[config.mk]
export PLATFORM = sky130hd
export DESIGN_NAME = inst_fetch_responder
export DESIGN_NICKNAME = d
export VERILOG_FILES = /design/src/rtl/inst_fetch_responder.sv
export SDC_FILE = /design/constraint.sdc
export NUM_CORES = 1
export LEC_CHECK = 0
export CELL_PAD_IN_SITES_DETAIL_PLACEMENT = 1
export CELL_PAD_IN_SITES_GLOBAL_PLACEMENT = 2
export CORE_MARGIN = 2
export CORE_UTILIZATION = 33
export DETAILED_ROUTE_END_ITERATION = 6
export PLACE_DENSITY_LB_ADDON = 0.05
export SLEW_MARGIN = 20
export SYNTH_ARGS = -nofsm -noshare
export SYNTH_HDL_FRONTEND = slang
export SYNTH_SLANG_ARGS = --single-unit
[constraint.sdc]
create_clock -name clk -period 3.1 [get_ports clk]
set_input_delay 0.775 -clock clk [delete_from_list [all_inputs] [get_ports clk]]
set_output_delay 0.775 -clock clk [all_outputs]
set_load 0.03 [all_outputs]
[src/rtl/inst_fetch_responder.sv]
// Instruction-side bus responder for the IF stage.
// Queues line-aligned fetch requests in order, fetches each line with a read burst and
// returns it with a one-cycle inst_data_ok pulse. Define ICACHE_LINEBUF_EN to add a
// one-entry line buffer that answers repeated fetches of the same line without memory.
module inst_fetch_responder #(
    parameter int unsigned QDEPTH = 2,
    parameter int unsigned BEATS  = 4
) (
    input  logic         clk,
    input  logic         rst,
    input  logic         inst_req,
    input  logic [31:0]  inst_addr,
    output logic         inst_addr_ok,
    output logic         inst_data_ok,
    output logic [127:0] inst_rdata,
    input  logic         inv_i,
    output logic         mem_rd_req,
    output logic [31:0]  mem_rd_addr,
    input  logic         mem_rd_ready,
    input  logic         mem_rd_valid,
    input  logic [31:0]  mem_rd_data,
    input  logic         mem_rd_last
);

    localparam int unsigned PTR_W  = (QDEPTH > 1) ? $clog2(QDEPTH) : 1;
    localparam int unsigned CNT_W  = $clog2(QDEPTH + 1);
    localparam int unsigned BEAT_W = $clog2(BEATS);

    localparam logic [PTR_W-1:0]  PtrLast  = PTR_W'(QDEPTH - 1);
    localparam logic [CNT_W-1:0]  CntFull  = CNT_W'(QDEPTH);
    localparam logic [BEAT_W-1:0] BeatLast = BEAT_W'(BEATS - 1);

    typedef enum logic [1:0] {StIdle, StAddr, StData, StResp} state_e;

    state_e              state_q, state_d;
    logic [BEAT_W-1:0]   beat_q, beat_d;
    logic [27:0]         q_mem [QDEPTH];
    logic [PTR_W-1:0]    wr_ptr_q, rd_ptr_q;
    logic [CNT_W-1:0]    count_q;
    logic [31:0]         word_q [BEATS];
    logic [127:0]        inst_rdata_q;
    logic [127:0]        line_asm;
    logic [127:0]        buf_line;
    logic [27:0]         head;
    logic                push, pop;
    logic                load_mem, load_buf;
    logic                head_hit, in_hit;
    logic                unused_sig;

    function automatic logic [PTR_W-1:0] ptr_inc(input logic [PTR_W-1:0] p);
        return (p == PtrLast) ? '0 : p + PTR_W'(1);
    endfunction

    // No pass-through when full: a slot must already be free.
    assign inst_addr_ok = rst && (count_q < CntFull);
    assign push         = inst_req && inst_addr_ok;
    assign pop          = (state_q == StResp);
    assign head         = q_mem[rd_ptr_q];
    assign inst_rdata   = inst_rdata_q;

    // Queue storage: tag of each accepted request
    always_ff @(posedge clk) begin
        if (push) begin
            q_mem[wr_ptr_q] <= inst_addr[31:4];
        end
    end

    // Queue pointers and occupancy
    always_ff @(posedge clk) begin
        if (!rst) begin
            wr_ptr_q <= '0;
            rd_ptr_q <= '0;
            count_q  <= '0;
        end else begin
            if (push) begin
                wr_ptr_q <= ptr_inc(wr_ptr_q);
            end
            if (pop) begin
                rd_ptr_q <= ptr_inc(rd_ptr_q);
            end
            if (push && !pop) begin
                count_q <= count_q + CNT_W'(1);
            end else if (pop && !push) begin
                count_q <= count_q - CNT_W'(1);
            end
        end
    end

    // Next state, burst request outputs and response pulse
    always_comb begin
        state_d      = state_q;
        beat_d       = beat_q;
        load_mem     = 1'b0;
        load_buf     = 1'b0;
        mem_rd_req   = 1'b0;
        mem_rd_addr  = '0;
        inst_data_ok = 1'b0;
        unique case (state_q)
            StIdle: begin
                if (count_q != '0) begin
                    if (head_hit) begin
                        state_d  = StResp;
                        load_buf = 1'b1;
                    end else begin
                        state_d = StAddr;
                    end
                end else if (push && !in_hit) begin
                    // A miss entering an empty queue starts its burst right away;
                    // a hit waits one cycle and is answered from the head compare.
                    state_d = StAddr;
                end
            end
            StAddr: begin
                mem_rd_req  = 1'b1;
                mem_rd_addr = {head, 4'b0};
                if (mem_rd_ready) begin
                    state_d = StData;
                    beat_d  = '0;
                end
            end
            StData: begin
                if (mem_rd_valid) begin
                    beat_d = beat_q + BEAT_W'(1);
                    if (beat_q == BeatLast) begin
                        state_d  = StResp;
                        load_mem = 1'b1;
                    end
                end
            end
            StResp: begin
                inst_data_ok = 1'b1;
                state_d      = StIdle;
            end
            default: state_d = StIdle;
        endcase
    end

    // Line image on the final beat: stored words below, live beat on top
    always_comb begin
        line_asm = '0;
        for (int i = 0; i < int'(BEATS) - 1; i++) begin
            line_asm[i*32 +: 32] = word_q[i];
        end
        line_asm[(BEATS-1)*32 +: 32] = mem_rd_data;
    end

    // State, beat counter and registered response line
    always_ff @(posedge clk) begin
        if (!rst) begin
            state_q      <= StIdle;
            beat_q       <= '0;
            inst_rdata_q <= '0;
        end else begin
            state_q <= state_d;
            beat_q  <= beat_d;
            if (load_mem) begin
                inst_rdata_q <= line_asm;
            end else if (load_buf) begin
                inst_rdata_q <= buf_line;
            end
        end
    end

    // Beat capture; valid outside DATA is ignored
    always_ff @(posedge clk) begin
        if (state_q == StData && mem_rd_valid) begin
            word_q[beat_q] <= mem_rd_data;
        end
    end

`ifdef ICACHE_LINEBUF_EN
    logic         buf_valid_q;
    logic [27:0]  buf_tag_q;
    logic [127:0] buf_line_q;

    assign head_hit   = buf_valid_q && (head == buf_tag_q);
    assign in_hit     = buf_valid_q && (inst_addr[31:4] == buf_tag_q);
    assign buf_line   = buf_line_q;
    assign unused_sig = ^{mem_rd_last, inst_addr[3:0]};

    // Buffer valid: set by every response, invalidate has priority
    always_ff @(posedge clk) begin
        if (!rst) begin
            buf_valid_q <= 1'b0;
        end else if (inv_i) begin
            buf_valid_q <= 1'b0;
        end else if (state_q == StResp) begin
            buf_valid_q <= 1'b1;
        end
    end

    // Buffer contents: the line being returned
    always_ff @(posedge clk) begin
        if (state_q == StResp) begin
            buf_tag_q  <= head;
            buf_line_q <= inst_rdata_q;
        end
    end
`else
    assign head_hit   = 1'b0;
    assign in_hit     = 1'b0;
    assign buf_line   = '0;
    assign unused_sig = ^{mem_rd_last, inst_addr[3:0], inv_i};
`endif

endmodule

### Word-level counts from Yosys, hierarchy flattened

Memories as Yosys holds them, arrays and structs flattened. A register that Yosys moved wholly into a read port is not among the register bits.
Cells that the tools add are included.

* bits in registers: 136
* memory bits (writable): 184
* bits of input ports: 71
* output and inout bits: 163
* logic and storage cells: 64
* memories: 2

Memory list
* word_q: words 4, width 32, rd ports 3, clocked after Yosys merged registers in 3, wr ports 1, RTL line 40 `logic [31:0] word_q [BEATS];`
* q_mem: words 2, width 28, rd ports 1, clocked after Yosys merged registers in 1, wr ports 1, RTL line 37 `logic [27:0] q_mem [QDEPTH];`

* add/sub/neg operators: 5
* magnitude comparators: 1
* eq/ne operators: 8
* mux-type cells: 26
* reduce and logical (&&, ||, !) cells: 16

Operators with widths (count)
* 128-bit 2-to-1 mux: 1
* 32-bit 2-to-1 mux: 1
* 2-bit 2-to-1 mux: 9
* 1-bit 2-to-1 mux: 13
* 2-bit one-hot mux with 4 select lines: 1
* 2-bit equality test, second input constant: 3
* 2-bit != test, second input constant: 3
* 2-bit nonzero test: 3
* 1-bit logical AND: 5
* 1-bit logical NOT: 5
* 2-bit by 1-bit adder with 2-bit output, second input constant: 2
* 2-bit one-hot mux with 2 select lines: 1
* 4-bit AND reduction: 1
* 3-bit != test, second input constant: 1
* 3-bit AND reduction: 1
* 1-bit adder, second input constant: 2
* 2-bit by 1-bit equality test with 1-bit output, second input constant: 1
* 2-bit logical NOT: 1
* 2-bit < comparator, second input constant: 1
* 2-bit by 1-bit subtractor with 2-bit output, second input constant: 1

### Longest topological paths before layout

* depth after elaboration: 7
* depth in mapped cells: 7
* depth with buffers taken out: 6

### Worst setup path after synthesis

No wires, ideal clock.

* path kind: input to register
* start: input rst
* end: memory q_mem[0][0] (enable)
* setup time: 0.416 ns
* arrival: 2.940 ns
* required time: 2.684 ns
* slack: -0.257 ns
* stages: 4
* path buffers: 1
* path through: buf_4 > nor2b_1 > and2_1 > nor2b_1

* longest elaborated chain between the ends: 4

Ends and longest elaborated chain
* start: declaration: RTL line 10 `input logic rst,`
* 1-bit logical AND: RTL line 55 `assign inst_addr_ok = rst && (count_q < CntFull);`
* via inst_addr_ok: RTL line 13 `output logic inst_addr_ok,`
* 1-bit logical AND: RTL line 56 `assign push = inst_req && inst_addr_ok;`
* 1-bit 2-to-1 mux: RTL line 63 `if (push) begin`
* 1-bit 2-to-1 mux (implied by the code): RTL line 64 `q_mem[wr_ptr_q] <= inst_addr[31:4];`
* end: declaration: RTL line 37

The timed path passes the listed nets, and every way through them passes these cells.

### Final worst setup path

* start: register state_q[1]
* end: output mem_rd_req

* longest elaborated chain between the ends: 2

Ends and longest elaborated chain
* start: declaration: RTL line 35 `state_e state_q, state_d;`
* start signal: assignment: RTL line 150 `state_q <= StIdle;`
* start signal: assignment: RTL line 154 `state_q <= state_d;`
* 2-bit by 1-bit equality test with 1-bit output: RTL line 98 `unique case (state_q)`
* 1-bit 2-to-1 mux: RTL line 98
* end: declaration: RTL line 17 `output logic mem_rd_req,`

Every way passes these cells.

==> results.toml <==
[yosys]
synth_cell_types = 34
netlist_area_mm2 = 0.0104
ys_ff_latch = 289
synth-edff-count = 152
synth_most_common_cell = "nand2_1"
synth_common_cells = "nand2_1 (260), edfxtp_1 (152), dfxtp_1 (137), a21oi_1 (83), a21oi_2 (47)"
synthArstFlopShare = 0
synth_top_area_cell = "edfxtp_1"
netlist.area_leader.share = 0.440
avgSynthCellArea_um2 = 12.3
ys.flop_type = "edfxtp_1"
synthTopCellsByArea = "edfxtp_1 (44%), dfxtp_1 (26%), nand2_1 (9.4%), a21oi_1 (4.0%), a21oi_2 (4.0%)"
yosysSeqAreaShare = 0.704
syn_inst = 842
yosysWarnings = 0

[detailed_routing]
vias = 6746
remaining_drc_errors = 0
highest_layer = "met4"
viasPerCell = 4.54
dr_wl_met3_um = 1750
wl_um = 25600
firstDrtPassIters = 4
drt_iter0_drc = 227
final_antenna_net_count = 0
routed-wl-met2_um = 12200
wl_per_cell_um = 17.2
drt-met1-wl_um = 11100

[clock_tree]
cts_setup_buffers = 0
cts-root-buf = "clkbuf_16"
cts_sinks = 289
cts_buffers = 31
cts_hold_buf = 0
insertion_delay_ps = 540
htreeDepth = 1
clockBufferDepth = 3
cts_tree = "built"
path_clk_slew_ps = 60

[finish]
final_nets = 1148
drive_gt1_frac = 0.105
instances_no_fill = 1487
area_growth_pct = 33.9
fin_area_mm2 = 0.0139
antennaDiodeCount = 0
fillerInstances = 3233
fin_util = 0.452

[sta]
fin_ws_ps = 234
slew_violations = 0
fin_crit_sh = 0.925
fin_setup_tns_ps = 0
rsz0062_at_grt = "false"
hold_violations = 0
max_freq_ghz = 0.349
skew_ps = 8.34
min_period_ps = 2870
hold_slack_ps = 452
setup_viol = 0

[flow_run]
maxCapViolCount = 0

[worst_setup_path]
reg2reg_from = "state_q[0]"
path_cells = "inv_1 > ha_1 > buf_6 > clkdlybuf4s50_1"
r2r_cells = 6
arrival_ps = 2090
reg2reg_to = "inst_rdata[36]"
start_kind = "register"
critical_path_required_ps = 2320
r2r_slack_ps = 1190
cp_max_fo = 32
crit_path_top_delay_cell = "clkdlybuf4s50_1"
crit_start = "state_q[1]"
crit_path_max_incr_delay_ps = 710
cp-end-kind = "output pin"
path_class = "reg2out"

[power]
p_per_area_mw_per_mm2 = 614
leakage_nw = 4.63
p_switching_mw = 2.09
p_sw_frac = 0.245
power.total_mw = 8.54
seqPwrFrac = 0.494
peakVddDrop_mv = 0.351
clock_power_share = 0.386
p_comb_frac = 0.120
intPower_mw = 6.44

[placement]
post-place-ws_ps = 502
dp.cells = 1430
place_area_mm2 = 0.0130
hpwl_um = 16400
portBuffers = 223
gp_congestion = 0.685

[outcome]
status = "complete, no violations"

[min_path]
hold_start = "inst_rdata[35]"
holdPathStages = 2
min_to = "inst_rdata[35]"
hp-class = "reg2reg"

[floorplan]
io_pins = 234
die_x_um = 181
dieArea_mm2 = 0.0329
start_util = 0.338
core_mm2 = 0.0307
rows = 64
fp.dieH_um = 181

[global_routing]
grt_pass1_wl_um = 40100
grtUsageTotal = 0.154
antenna_found_initial = 0
grt_start_max_net_pins = 79
first_global_vias = 6977
grt_overflow_total = 0
==> cells by family (layout without fill, tap and decap cells) <==
| family | count (synthesis) | after routing | synth area share |
|---|---|---|---|
| and+or+nand+nor | 310 | 310 | 0.124 |
| DFF | 289 | 289 | 0.704 |
| AOI/OAI and AO/OA | 138 | 138 | 0.0851 |
| buffers and inverters | 60 | 306 | 0.0427 |
| muxes | 30 | 30 | 0.0289 |
| adders and majority gates | 10 | 10 | 0.0121 |
| xor gates and xnor gates | 4 | 4 | 0.00338 |
| other | 1 | 4 | 0.000361 |
==> critical path, delay by kind of cell (launching register included) <==
family,cells,cell delay [ps]
buffers and inverters,3,1040
adder cells (fa/ha/maj),1,160
flip-flops,1,340
==> registers in the layout, indices dropped and copies added, names as in the netlist, named ones only <==
| register | cells |
|---|---|
| inst_rdata | 128 |
| word_q | 96 |
| q_mem | 56 |
| beat_q | 2 |
| count_q | 2 |
| state_q | 2 |
| rd_ptr_q | 1 |
| wr_ptr_q | 1 |
==> placed cells by master, fill, tap and decap left out, types with 5 or more instances in the layout <==
cell               n
nand2_1          260
clkdlybuf4s50_1  194
edfxtp_1         152
dfxtp_1          136
a21oi_1           83
a21oi_2           47
nor2b_1           33
clkbuf_16         31
mux2i_1           30
dlygate4sd2_1     20
clkbuf_1          14
buf_12            11
ha_1              10
buf_4              9
dlymetal6s2s_1     8
nor2_1             6
inv_1              5
clkinv_2           5
==> power groups by stage <==
stage                     sequential, mW  combinational (mW)  clock [mW]
final                               4.22                1.02        3.29
after global placement              4.30                1.09           0
after global routing                4.23                1.12        3.58
after detailed placement            4.30                1.10           0
after CTS                           4.22                1.05        3.42
after floorplan                     4.29               0.631           0
==> worst max path at each step <==
stage / end / slack (ps)
after global placement: inst_rdata[6] / 530
after floorplan: q_mem[0][0] / 270
after global routing: mem_rd_req / 90
after CTS: mem_rd_addr[28] / 40
final: mem_rd_req / 230
after detailed placement: inst_rdata[110] / 500
==> routing by layer <==
metal	track usage	vias to the layer above
li1	-	3289
met1	0.194	3256
met2	0.257	160
met3	0.0498	41
met4	0.0377	0
met5	0	-
==> what timing repair did <==
action | CTS | global route
pin swaps | 0 | 0
setup endpoints to repair | 28 | 8
resized for setup | 21 | 8
==> layout make-up <==
cell class                      count  area, µm²  share of cell area
Clock buffer                       46        842              0.0606
Multi-Input combinational cell    496       2660               0.191
Clock inverter                     11       55.1             0.00396
Inverter                            6       25.0             0.00180
Timing Repair Buffer              243       2520               0.181
Sequential cell                   289       7310               0.526
Tap cell                          396        495              0.0357
No activity file was read; power rests on OpenSTA's default activity.
